===== config.mk =====
export PLATFORM = sky130hd
export DESIGN_NAME = instr_fetch
export DESIGN_NICKNAME = d
export VERILOG_FILES = /design/src/rtl/instr_fetch.sv
export SDC_FILE = /design/constraint.sdc
export NUM_CORES = 1
export LEC_CHECK = 0
export BUFFER_PORTS_ARGS = -buffer_cell sky130_fd_sc_hd__buf_2
export CAP_MARGIN = 20
export CORE_AREA = 2 2 139 154
export CTS_BUF_LIST = sky130_fd_sc_hd__clkbuf_16
export DETAILED_ROUTE_END_ITERATION = 10
export DIE_AREA = 0 0 141 156
export GPL_TIMING_DRIVEN = 1
export PLACE_DENSITY = 0.48
export SLEW_MARGIN = 20
export SYNTH_ARGS = -nofsm -noshare
export SYNTH_HDL_FRONTEND = slang
export SYNTH_SLANG_ARGS = --single-unit
export TNS_END_PERCENT = 30

===== constraint.sdc =====
create_clock -name clk -period 2.9 [get_ports clk]
set_clock_uncertainty 0.2 [all_clocks]
set_input_delay 0.145 -clock clk [delete_from_list [all_inputs] [get_ports clk]]
set_output_delay 0.145 -clock clk [all_outputs]
set_load 0.02 [all_outputs]

===== src/rtl/instr_fetch.sv =====
// rtl/instr_fetch.sv - IF stage: PC, IF/ID register, redirect, halt; boot-loader under INSTR_FETCH_BOOTLOAD_EN.
module instr_fetch #(
    parameter logic [31:0] RESET_PC  = 32'h0000_0000,
    parameter logic [31:0] HALT_WORD = 32'hFFFF_FFFF
) (
    input  logic        clk,
    input  logic        rst_n,
    input  logic        start,
    output logic [31:0] imem_addr,
    input  logic [31:0] imem_rdata,
    output logic [31:0] imem_wdata,
    output logic        imem_write,
    input  logic        redirect_valid,
    input  logic [31:0] redirect_pc,
    input  logic        id_ready,
    output logic        id_valid,
    output logic [31:0] id_instr,
    output logic [31:0] id_pc,
    output logic        halted
`ifdef INSTR_FETCH_BOOTLOAD_EN
    ,
    input  logic        load_valid,
    input  logic [31:0] load_data,
    input  logic        load_last
`endif
);

    typedef enum logic [1:0] {
        S_IDLE = 2'd0,
        S_LOAD = 2'd1,
        S_RUN  = 2'd2,
        S_HALT = 2'd3
    } state_t;

    state_t      state_q, state_d;
    logic [31:0] pc_q, pc_d;
    logic        id_valid_q, id_valid_d;
    logic [31:0] id_instr_q, id_instr_d;
    logic [31:0] id_pc_q, id_pc_d;

    logic [31:0] redirect_tgt;
    logic        capture_en;
    logic        unused_redirect_lsbs;

    assign redirect_tgt         = {redirect_pc[31:2], 2'b00};
    assign unused_redirect_lsbs = ^redirect_pc[1:0];
    // The IF/ID slot can take a new word when empty or being drained this cycle.
    assign capture_en           = !id_valid_q || id_ready;

`ifdef INSTR_FETCH_BOOTLOAD_EN
    logic [31:0] load_ptr_q, load_ptr_d;

    always_comb begin
        load_ptr_d = load_ptr_q;
        if (state_q == S_LOAD && load_valid) begin
            load_ptr_d = load_last ? 32'h0 : load_ptr_q + 32'd4;
        end
    end

    always_ff @(posedge clk or negedge rst_n) begin
        if (!rst_n) begin
            load_ptr_q <= 32'h0;
        end else begin
            load_ptr_q <= load_ptr_d;
        end
    end

    assign imem_addr  = (state_q == S_LOAD) ? load_ptr_q : pc_q;
    assign imem_write = (state_q == S_LOAD) && load_valid;
    assign imem_wdata = (state_q == S_LOAD) ? load_data : 32'h0;
`else
    assign imem_addr  = pc_q;
    assign imem_write = 1'b0;
    assign imem_wdata = 32'h0;
`endif

    always_comb begin
        state_d    = state_q;
        pc_d       = pc_q;
        id_valid_d = id_valid_q;
        id_instr_d = id_instr_q;
        id_pc_d    = id_pc_q;

        case (state_q)
            S_IDLE: begin
                if (start) begin
                    pc_d = RESET_PC;
`ifdef INSTR_FETCH_BOOTLOAD_EN
                    state_d = S_LOAD;
`else
                    state_d = S_RUN;
`endif
                end
            end

            S_LOAD: begin
`ifdef INSTR_FETCH_BOOTLOAD_EN
                if (load_valid && load_last) begin
                    state_d = S_RUN;
                    pc_d    = RESET_PC;
                end
`else
                state_d = S_IDLE;
`endif
            end

            S_RUN: begin
                if (redirect_valid) begin
                    pc_d       = redirect_tgt;
                    id_valid_d = 1'b0;
                end else if (capture_en) begin
                    id_instr_d = imem_rdata;
                    id_pc_d    = pc_q;
                    id_valid_d = 1'b1;
                    // The halt word is still handed to decode; fetching stops behind it.
                    if (imem_rdata == HALT_WORD) begin
                        state_d = S_HALT;
                    end else begin
                        pc_d = pc_q + 32'd4;
                    end
                end
            end

            S_HALT: begin
                if (redirect_valid) begin
                    pc_d       = redirect_tgt;
                    id_valid_d = 1'b0;
                    state_d    = S_RUN;
                end else if (id_valid_q && id_ready) begin
                    id_valid_d = 1'b0;
                end
            end

            default: begin
                state_d = S_IDLE;
            end
        endcase
    end

    always_ff @(posedge clk or negedge rst_n) begin
        if (!rst_n) begin
            state_q    <= S_IDLE;
            pc_q       <= RESET_PC;
            id_valid_q <= 1'b0;
            id_instr_q <= 32'h0;
            id_pc_q    <= 32'h0;
        end else begin
            state_q    <= state_d;
            pc_q       <= pc_d;
            id_valid_q <= id_valid_d;
            id_instr_q <= id_instr_d;
            id_pc_q    <= id_pc_d;
        end
    end

    assign id_valid = id_valid_q;
    assign id_instr = id_instr_q;
    assign id_pc    = id_pc_q;
    assign halted   = (state_q == S_HALT);

endmodule


* Word level (Yosys, flattened, before mapping)
Index checks and enable logic that the tools add are counted.
Operators by class: eq/ne operators 12, muxes and demuxes 17, shifts and indexed selects 0, divide/modulo/power cells 0, multiply operators 0, reductions and logical operators 10, order comparisons 0, add/sub/neg operators 1, bitwise logic cells 1
Operators with widths (number):
- $mux 32 | 5
- $pmux 32 s3 | 1
- $add 32x3->32 const B | 1
- $eq 32x32->1 const B | 1
- $mux 2 | 5
- $ne 2x2->1 const B | 5
- $reduce_and 5->1 | 2
- $pmux 2 s4 | 1
- $ne 3x3->1 const B | 2
- $reduce_and 3->1 | 2
- $eq 2x2->1 const B | 2
- $mux 1 | 4
- $ne 3x2->1 const B | 1
- $reduce_bool 3->1 | 1
- $eq 2x1->1 const B | 1
- $logic_not 2->1 | 1
- $pmux 1 s2 | 1
- $reduce_bool 2->1 | 1
- $logic_and 1x1->1 | 1
- $logic_not 1->1 | 1
- $logic_or 1x1->1 | 1
- $not 1->1 | 1
Word-level totals: register bits 99, memory bits (read-only) 0, output and inout port bits 131, latch bits 0, memories kept 0, bits in writable memories 0

* Longest topological paths before layout
Gate-level depths: netlist of the first run.
depth after elaboration 5, gate-level depth with buffers 8

* Least setup slack after synthesis of the first run
Ideal clock, no wire load.
path kind register to register, from register state_q[0], to register pc_q[2] (netlist: imem_addr[2]), stages on the path, launching flop included 7, setup slack 0.591 ns, path buffers 0, required time 2.575 ns, setup time 0.125 ns, clock period less this slack 2.309 ns, data arrival time 1.984 ns, path through dfrtp_1 -> ha_1 -> inv_1 -> o22ai_1 -> a221o_1 -> nor2_1 -> mux2_2
On the way: word-level cells in the longest chain between the ends 3
RTL lines:
- from (decl) | RTL line 35 | state_t state_q, state_d;
- from (signal assigned) | RTL line 148 | state_q <= state_d;
- $eq 2x2->1 (*)
- via halted | RTL line 19 | output logic halted
- $ne 2x2->1 (no line) / $reduce_bool 3->1 (equally long branches)
- $reduce_and 5->1 (no line)
- to (signal assigned) | RTL line 149 | pc_q <= pc_d;
- to (decl) | RTL line 36 | logic [31:0] pc_q, pc_d;
The timed path passes the listed nets; every way through them passes the cells marked *. A chain may end at the register's enable or synchronous reset.

* Worst setup path in the final report of the first run
from input port imem_rdata[5], to register pc_q[19] (netlist: imem_addr[19])
On the way: word-level cells in the longest chain between the ends 3
RTL lines:
- from (decl) | RTL line 10 | input logic [31:0] imem_rdata,
- $eq 32x32->1 | RTL line 116 | if (imem_rdata == HALT_WORD) begin
- $ne 3x3->1 (no line)
- $reduce_and 5->1 (no line)
No other way between the ends.

==> results of run 1 <==
what timing repair did:
item / CTS / global route
endpoints found under the hold margin: 109 / 0
gates resized for setup: 0 / 0
hold buffers: 64 / 0
power groups by stage:
stage | combinational [mW] | clock, mW | sequential (mW)
floorplan | 0.795 | 0 | 2.58
global placement | 2.00 | 0 | 2.16
detailed placement | 2.00 | 0 | 2.16
CTS | 2.07 | 1.24 | 2.14
global route | 2.22 | 1.29 | 2.21
finish | 2.05 | 1.19 | 2.14
state kept, by name, summed over array words and instances (netlist names):
| register | cells |
|---|---|
| id_instr | 32 |
| imem_addr | 30 |
| id_pc | 30 |
| id_valid | 1 |
| state_q | 2 |
kinds of logic (layout without fill, tap and decap cells):
| family | count (synthesis) | count (layout) | synth area share |
|---|---|---|---|
| and+or+nand+nor | 131 | 131 | 0.1366 |
| AOI/OAI and AO/OA | 124 | 124 | 0.1648 |
| muxes | 56 | 56 | 0.1252 |
| adders and majority gates | 5 | 5 | 0.01244 |
| buffers and inverters | 77 | 273 | 0.08735 |
| other | 1 | 37 | 0.0007459 |
| DFF | 95 | 95 | 0.4729 |
critical path, cell delays in order:
cell           delay (ns)
dlygate4sd3_1        0.53
buf_2                0.12
nand4_1              0.11
nor4_1               0.53
and4_1               0.52
nor2_1               0.12
buf_4                0.20
a22o_1               0.21
metal layers:
metal / up-vias / GRT usage / part of all wire
li1: 2199 / - / -
met1: 2212 / 0.2000 / 0.45
met2: 190 / 0.2416 / 0.46
met3: 19 / 0.03683 / 0.067
met4: 0 / 0.05333 / 0.017
met5: - / 0 / 0
cells in the mapped netlist (all sizes together), types with 13 or more instances:
master / number / share of area
inv: 13 / 0.0097
buf: 48 / 0.065
nand3: 16 / 0.016
a21oi: 23 / 0.023
dfrtp: 95 / 0.47
o31ai: 17 / 0.025
nand4: 14 / 0.020
clkbuf: 15 / 0.011
nor2: 19 / 0.015
nand2: 38 / 0.028
mux2: 55 / 0.12
o21ai: 31 / 0.031
per-stage QoR:
| step | instance area (sq um) | instances | total power, mW | utilization | worst slack, ns |
|---|---|---|---|---|---|
| after global routing | 6998 | 977 | 5.716 | 0.3424 | 0.2925 |
| after global placement | 6075 | 897 | 4.152 | 0.2972 | 0.4744 |
| after CTS | 6998 | 977 | 5.456 | 0.3424 | 0.4507 |
| after detailed placement | 6075 | 897 | 4.163 | 0.2972 | 0.4669 |
| final | 6998 | 977 | 5.382 | 0.3424 | 0.4452 |
| after floorplan | 5162 | 525 | 3.373 | - | 0.5909 |
layout make-up:
class | count | share of cell area
tap | 256 | 0.04577
inverter | 14 | 0.007509
clock buffer | 9 | 0.03218
timing repair buffer | 243 | 0.2303
clock inverter | 7 | 0.008225
sequential | 95 | 0.3397
multi-input combinational | 353 | 0.3363
final timing paths:
path                       slack [ns]  depth (start not counted)            from       endpoint
setup / recovery                 0.45                          8   imem_rdata[5]  imem_addr[19]
hold / removal                   0.03                          2  redirect_valid       id_valid
setup reg to reg                 0.48                          6    imem_addr[2]  imem_addr[26]
hold reg to reg                  0.27                          2       id_pc[20]      id_pc[20]
max in group asynchronous        1.62                          3           rst_n       id_pc[6]
min in group asynchronous        0.16                          2           rst_n   id_instr[10]
==> impl_metrics.ini, run 1 <==
[run_status]
status = completed

[power]
vdd_ir_drop_max_mv = 0.3152
p_int_mw = 3.204
powerDensity_mw_per_mm2 = 769.1
p_sw_frac = 0.4046
p_leak_nw = 3.173
clkPwrFrac = 0.222
combPwrFrac = 0.381
p_switching_mw = 2.177
seqPwrFrac = 0.397

[logic_synthesis]
ys.flop_type = dfrtp_1
synthesis.area_sq_mm = 0.005027
yosysUniqueCellTypes = 53
async_flop_share = 1.000
ys_ff_latch = 95
synthCells = 489
synth_edf_count = 0
ys_seq_area_frac = 0.4729
syn_area_per_cell_sq_um = 10.28
ys_warn_count = 0

[drt]
wire_per_inst_um = 16.96
via_per_inst = 4.729
vias = 4620
ant_nets = 0
drcViolationCount = 0
drt-total-wl_mm = 16.57
drt_iter0_drc = 275
drt-pass1-iter-count = 5

[critical_path]
crit_fanout = 8
cp-start-kind = input port
critPathKind = in -> reg
crit_path_end_kind = register
cp.arrival_ns = 2.49
worstPathRequired_ns = 2.94

[floorplanning]
io_pins = 200
core-area_sq_mm = 0.02044
die_w_um = 141
start_util = 0.2460
die_h_um = 156
die_area_sq_mm = 0.02200
num_rows = 55

[timing]
worst_pin_slew_ns = 0.7012
hold_slack_ns = 0.03097
rsz0062_at_grt = no
slew_headroom = 0.5290
tns_ns = 0
period_needed_ns = 2.455
finalSetupViolations = 0
max_freq_mhz = 407.4
maxSlewViolCount = 0
finalCritPeriodShare = 0.8465
final-hold-violation-count = 0

[finish]
drive_gt1_frac = 0.3537
multi_input_area_sq_mm = 0.002354
seqCellArea_sq_mm = 0.002377
area_growth_pct = 39.20
nets = 790
fillCellCount = 2108
layout_common_cells = buf_2 (159), dfrtp_1 (95), dlygate4sd3_1 (64)
final_common_cell = buf_2
n_antenna_cell = 0

[clocking]
cts_sinks = 95
cts_tree = yes
root_buffer = clkbuf_16
clock_path_buffers = 2
numCtsBuffers = 9
cts_setup_buffers = 0
clk_pin_slew_ns = 0.07
clk_latency_ns = 0.35
htree_levels = 3

[global_routing]
grt.overflow.total = 0
grt_pass1_wl_mm = 25.99
grt_pass1_vias = 4661
grt_usage = 0.1512
grt_max_degree = 50
antenna_found_initial = 0

[worst_hold_path]
hold_path.class = in -> reg

[placed_design]
portBuffers = 160
place_congestion = 0.7905
hpwl_mm = 11.62

[run]
maxCapViolations = 0
No activity file was read; power rests on OpenSTA's default activity.
==> run 2: changes to the inputs <==
--- a/config.mk
+++ b/config.mk
@@ -5,14 +5,15 @@
 export SDC_FILE = /design/constraint.sdc
 export NUM_CORES = 1
 export LEC_CHECK = 0
+export ABC_AREA = 1
 export BUFFER_PORTS_ARGS = -buffer_cell sky130_fd_sc_hd__buf_2
 export CAP_MARGIN = 20
-export CORE_AREA = 2 2 139 154
+export CORE_AREA = 2 2 145 161
 export CTS_BUF_LIST = sky130_fd_sc_hd__clkbuf_16
 export DETAILED_ROUTE_END_ITERATION = 10
-export DIE_AREA = 0 0 141 156
+export DIE_AREA = 0 0 147 163
 export GPL_TIMING_DRIVEN = 1
-export PLACE_DENSITY = 0.48
+export PLACE_DENSITY = 0.47
 export SLEW_MARGIN = 20
 export SYNTH_ARGS = -nofsm -noshare
 export SYNTH_HDL_FRONTEND = slang
==> constraint.sdc (replaced) <==
create_clock -name clk -period 2.26 [get_ports clk]
set_clock_uncertainty 0.2 [all_clocks]
set_input_delay 0.113 -clock clk [delete_from_list [all_inputs] [get_ports clk]]
set_output_delay 0.113 -clock clk [all_outputs]
set_load 0.02 [all_outputs]
==> impl_metrics.ini, run 2 <==
[run_status]
status = completed

[clocking]
numCtsBuffers = 9
htree_levels = 3
cts_tree = yes
cts_setup_buffers = 0
clk_pin_slew_ns = 0.07
clock_path_buffers = 2
root_buffer = clkbuf_16
cts_sinks = 95
clk_latency_ns = 0.35

[finish]
final_cell_area_sq_mm = 0.007556
fillCellCount = 2462
n_antenna_cell = 0
multi_input_area_sq_mm = 0.002640
area_growth_pct = 37.97
seqCellArea_sq_mm = 0.002377
layout_common_cells = nand2_1 (298), buf_2 (159), dfrtp_1 (95)
largest_register_ffs = 32
drive_gt1_frac = 0.2513
nets = 1040
final_common_cell = nand2_1

[critical_path]
critPathKind = reg -> reg
cpPeakStageDelay_ns = 0.39
crit_path_end_kind = register
worstPathRequired_ns = 2.31
cp-start-kind = register
path_cells = inv_1, ha_1, nand2_1, inv_1, nor2_1, inv_1, a32o_1, nand2_1, nand2_1
cp.arrival_ns = 2.13
startpoint = state_q[0]
path_buf_inv = 3
crit_fanout = 8
reg2reg_from = state_q[0]
critPathTopFamily = simple AND/OR/NAND/NOR gates
slowest_stage = dfrtp_1

[drt]
drcViolationCount = 0
drt_iter0_drc = 249
ant_nets = 0
drt-pass1-iter-count = 4
wire_per_inst_um = 14.52
drt-total-wl_mm = 18.45
via_per_inst = 4.129
vias = 5248

[logic_synthesis]
synth_edf_count = 0
ys_warn_count = 0
syn_area_per_cell_sq_um = 7.471
yosysUniqueCellTypes = 36
synth_commonest_cells = nand2_1 (298), dfrtp_1 (95), nor2_1 (64)
ys_seq_area_frac = 0.4341
async_flop_share = 1.000
ys_ff_latch = 95
ys_top_cells_by_area = dfrtp_1 (43%), nand2_1 (20%), mux2_2 (7.2%)
yosysMostFrequentCell = nand2_1
ys.flop_type = dfrtp_1
synthesis.area_sq_mm = 0.005477
yosys.area.top_type_share = 0.4341
synth_top_area_cell = dfrtp_1
synthCells = 733

[placed_design]
place_area_sq_mm = 0.006615
place_congestion = 0.8496
place_ws_ns = 0.1957
portBuffers = 160
hpwl_mm = 13.84

[floorplanning]
num_rows = 58
core-area_sq_mm = 0.02250
die_area_sq_mm = 0.02396
start_util = 0.2434
die_w_um = 147
io_pins = 200
die_h_um = 163

[timing]
setup_ws_ns = 0.1806
period_needed_ns = 2.079
finalCritPeriodShare = 0.9201
hold_slack_ns = 0.02268
rsz0062_at_grt = no
max_freq_mhz = 480.9
maxSlewViolCount = 0
slew_headroom = 0.6024
finalSetupViolations = 0
worst_pin_slew_ns = 0.5964
final-hold-violation-count = 0
tns_ns = 0

[global_routing]
grt_pass1_vias = 5186
grt_max_degree = 59
grt_pass1_wl_mm = 28.65
grt_usage = 0.1547
antenna_found_initial = 0
grt.overflow.total = 0

[worst_hold_path]
min_from = redirect_valid
hold_path.class = in -> reg

[run]
maxCapViolations = 0

[power]
p_leak_nw = 3.822
powerDensity_mw_per_mm2 = 1241
vdd_ir_drop_max_mv = 0.4191
[run 2: cell types whose count changed after synthesis, moves of 7 or more]
cell	change
a21oi_1	-18
nor3_1	-8
nand4_1	-10
nand3_1	+21
nand2_1	+260
o31ai_1	-16
clkbuf_1	-7
nor4_1	-9
o21ai_0	+12
nor2_1	+46
inv_1	+42
mux2_2	-20
a31oi_1	-9
[run 2: through the flow]
stage               instances  power (mW)  utilization
floorplan                 769       6.052            -
global placement         1191       7.760       0.2940
detailed placement       1191       7.802       0.2940
CTS                      1271       9.521       0.3358
global route             1271       10.16       0.3359
finish                   1271       9.376       0.3359
[run 2: worst reg2reg max path, delay by kind of cell (launching register included)]
kind / cells / cell delay (ns)
AO/OA/AOI/OAI: 1 / 0.25
adder cells (fa/ha/maj): 1 / 0.32
buffers and inverters: 3 / 0.38
flip-flops: 1 / 0.39
AND/OR/NAND/NOR: 4 / 0.43
[run 2: repair_timing]
item / in CTS / in global routing
hold endpoints to repair: 105 / 0
gates resized for setup: 0 / 1
hold buffers: 64 / 0
setup endpoints to repair: 0 / 1
[run 2: layout make-up]
| class | instances | area share |
|---|---|---|
| Clock buffer | 9 | 0.02981 |
| Timing Repair Buffer | 245 | 0.2186 |
| Multi-Input combinational cell | 558 | 0.3494 |
| Clock inverter | 7 | 0.009604 |
| Tap cell | 300 | 0.04968 |
| Sequential cell | 95 | 0.3146 |
| Inverter | 57 | 0.02832 |
[run 2: per-layer routing]
metal,wire length [um],vias up,track usage
li1,-,2697,-
met1,8290,2387,0.1944
met2,8943,150,0.2717
met3,1032,14,0.03641
met4,187,0,0.03278
met5,0,-,0
[run 2: kinds of logic after synthesis]
group	count (synthesis)	share of synthesized area
buf+inv	116	0.1099
other cells	1	0.0006847
flops	95	0.4341
fa+ha+maj	5	0.01142
xor+xnor	3	0.004799
simple gates	416	0.3027
compound gates	62	0.06443
mux	35	0.07197
[run 2: power breakdown]
part / switching [mW] / total, mW / internal, mW / leakage (nW)
clock: 0.722 / 1.58 / 0.862 / 0.143
combinational: 3.05 / 4.80 / 1.75 / 2.47
sequential: 0.561 / 2.99 / 2.43 / 1.20
[run 2: worst paths after layout]
check,depth (start not counted),to,slack (ns)
max in group asynchronous,3,imem_addr[5],1.08
worst max register to register,9,imem_addr[2],0.18
worst max-delay path,9,imem_addr[2],0.18
worst min-delay path,4,id_valid,0.02
min in group asynchronous,2,id_instr[12],0.11
worst min register to register,2,id_instr[30],0.28
==> run 3: changes to the inputs <==
--- a/config.mk
+++ b/config.mk
@@ -14,6 +14,7 @@
 export DIE_AREA = 0 0 147 163
 export GPL_TIMING_DRIVEN = 1
 export PLACE_DENSITY = 0.47
+export RECOVER_POWER = 50
 export SLEW_MARGIN = 20
 export SYNTH_ARGS = -nofsm -noshare
 export SYNTH_HDL_FRONTEND = slang
==> impl_metrics.ini, run 3 (synthesized netlist as in run 2, its figures left out) <==
[drt]
vias = 5271
drt_iter0_drc = 252
drcViolationCount = 0
drt-total-wl_mm = 18.55
drt-pass1-iter-count = 5
wire_per_inst_um = 14.59
via_per_inst = 4.147
ant_nets = 0

[timing]
final-hold-violation-count = 0
worst_pin_slew_ns = 1.172
tns_ns = 0
setup_ws_ns = 0.1647
max_freq_mhz = 477.3
slew_headroom = 0.2188
finalCritPeriodShare = 0.9271
finalSetupViolations = 0
maxSlewViolCount = 0
period_needed_ns = 2.095
rsz0062_at_grt = no

[global_routing]
grt_usage = 0.1547
grt_max_degree = 59
grt.overflow.total = 0
grt_pass1_wl_mm = 28.65
antenna_found_initial = 0
grt_pass1_vias = 5186

[power]
seqPwrFrac = 0.325
p_switching_mw = 4.350
p_int_mw = 4.900
vdd_ir_drop_max_mv = 0.4170
p_leak_nw = 3.611
powerDensity_mw_per_mm2 = 1238
p_sw_frac = 0.4702
combPwrFrac = 0.503
power_mw = 9.250
clkPwrFrac = 0.171

[critical_path]
crit_fanout = 8
crit_path_end_kind = register
critPathTopFamily = simple AND/OR/NAND/NOR gates
startpoint = state_q[0]
path_cells = inv_1, ha_1, nand2_1, inv_1, nor2_1, inv_1, a32o_1, nand2_1, nand2_1
endpoint = imem_addr[2]
slowest_stage = dfrtp_1
cp-start-kind = register
r2r_slack_ns = 0.16
cp.depth = 9
reg2regPathDepth = 9
reg2reg_from = state_q[0]
cpPeakStageDelay_ns = 0.39
path_buf_inv = 3
cp.arrival_ns = 2.14
critPathKind = reg -> reg
reg2reg_to = imem_addr[2]
worstPathRequired_ns = 2.31

[clocking]
cts_setup_buffers = 0
clk_latency_ns = 0.35
numCtsBuffers = 9
clk_pin_slew_ns = 0.07
root_buffer = clkbuf_16
cts_tree = yes
clock_path_buffers = 2
htree_levels = 3
cts_sinks = 95

[placed_design]
placedCellCount = 1191
hpwl_mm = 13.84
place_congestion = 0.8496
place_ws_ns = 0.1957
portBuffers = 160

[floorplanning]
io_pins = 200
start_util = 0.2434
die_w_um = 147
core-area_sq_mm = 0.02250
num_rows = 58
die_area_sq_mm = 0.02396
die_h_um = 163

[finish]
largest_register_ffs = 32
n_antenna_cell = 0
layout_common_cells = nand2_1 (298), buf_2 (96), dfrtp_1 (95)
nets = 1040
final_cells = 1271
drive_gt1_frac = 0.1864
final_common_cell = nand2_1
area_growth_pct = 36.49

[run_status]
status = completed

[run]
maxCapViolations = 0

[worst_hold_path]
hold_path.class = in -> reg
[run 3: cell count changes in the layout (fill, tap and decap cells not counted)]
cell,change
clkbuf_1,+63
buf_2,-63
clkbuf_2,+1
buf_4,-1
[run 3: layer usage]
metal  up-vias  GRT usage  share of wire
met2       156     0.2717           0.48
met5         -          0              0
met3        14    0.03641          0.058
li1       2701          -              -
met1      2400     0.1944           0.45
met4         0    0.03278         0.0093
[run 3: worst min path at each step]
stage                   start      endpoint  slack, ns  cells past startpoint
6_report       redirect_valid      id_valid       0.02                      4
5_1_grt        redirect_valid      id_valid       0.06                      4
4_1_cts        redirect_valid      id_valid      0.006                      4
3_5_place_dp            rst_n  id_instr[12]      -0.03                      1
3_3_place_gp            rst_n  id_instr[12]      -0.02                      1
2_1_floorplan           rst_n   id_instr[0]      -0.38                      0
[run 3: final cells by class]
type | count | area [sq um]
tap | 300 | 375.4
clock buffer | 9 | 225.2
sequential | 95 | 2377
clock inverter | 7 | 72.57
fill | 2509 | 15020
timing repair buffer | 245 | 1570
multi-input combinational | 558 | 2640
inverter | 57 | 214.0
[run 3: what timing repair did]
action                                  CTS  global route
endpoints found under the setup margin    0             1
hold buffers                             64             0
gates resized for setup                   0             1
endpoints found under the hold margin   105             0
[run 3: power groups by stage]
stage | Sequential (mW) | Combinational [mW] | Clock (mW)
after global routing | 3.13 | 5.19 | 1.71
after detailed placement | 3.03 | 4.77 | 0
after global placement | 3.01 | 4.75 | 0
after floorplan | 3.80 | 2.25 | 0
final | 3.01 | 4.66 | 1.58
after CTS | 3.00 | 4.87 | 1.65
[run 3: worst reg2reg max path, stage by stage (launching register included)]
cell and delay (ns):
dfrtp_1 0.39, inv_1 0.08, ha_1 0.33, nand2_1 0.15
inv_1 0.08, nor2_1 0.19, inv_1 0.22, a32o_1 0.25
nand2_1 0.06, nand2_1 0.04
[run 3: through the flow]
step | util | cell area (sq um) | hold slack [ns]
detailed placement | 0.2940 | 6615 | -0.03391
floorplan | - | 5612 | -0.3826
global route | 0.3323 | 7475 | 0.05693
global placement | 0.2940 | 6615 | -0.02478
CTS | 0.3358 | 7553 | 0.005593
finish | 0.3323 | 7475 | 0.02446
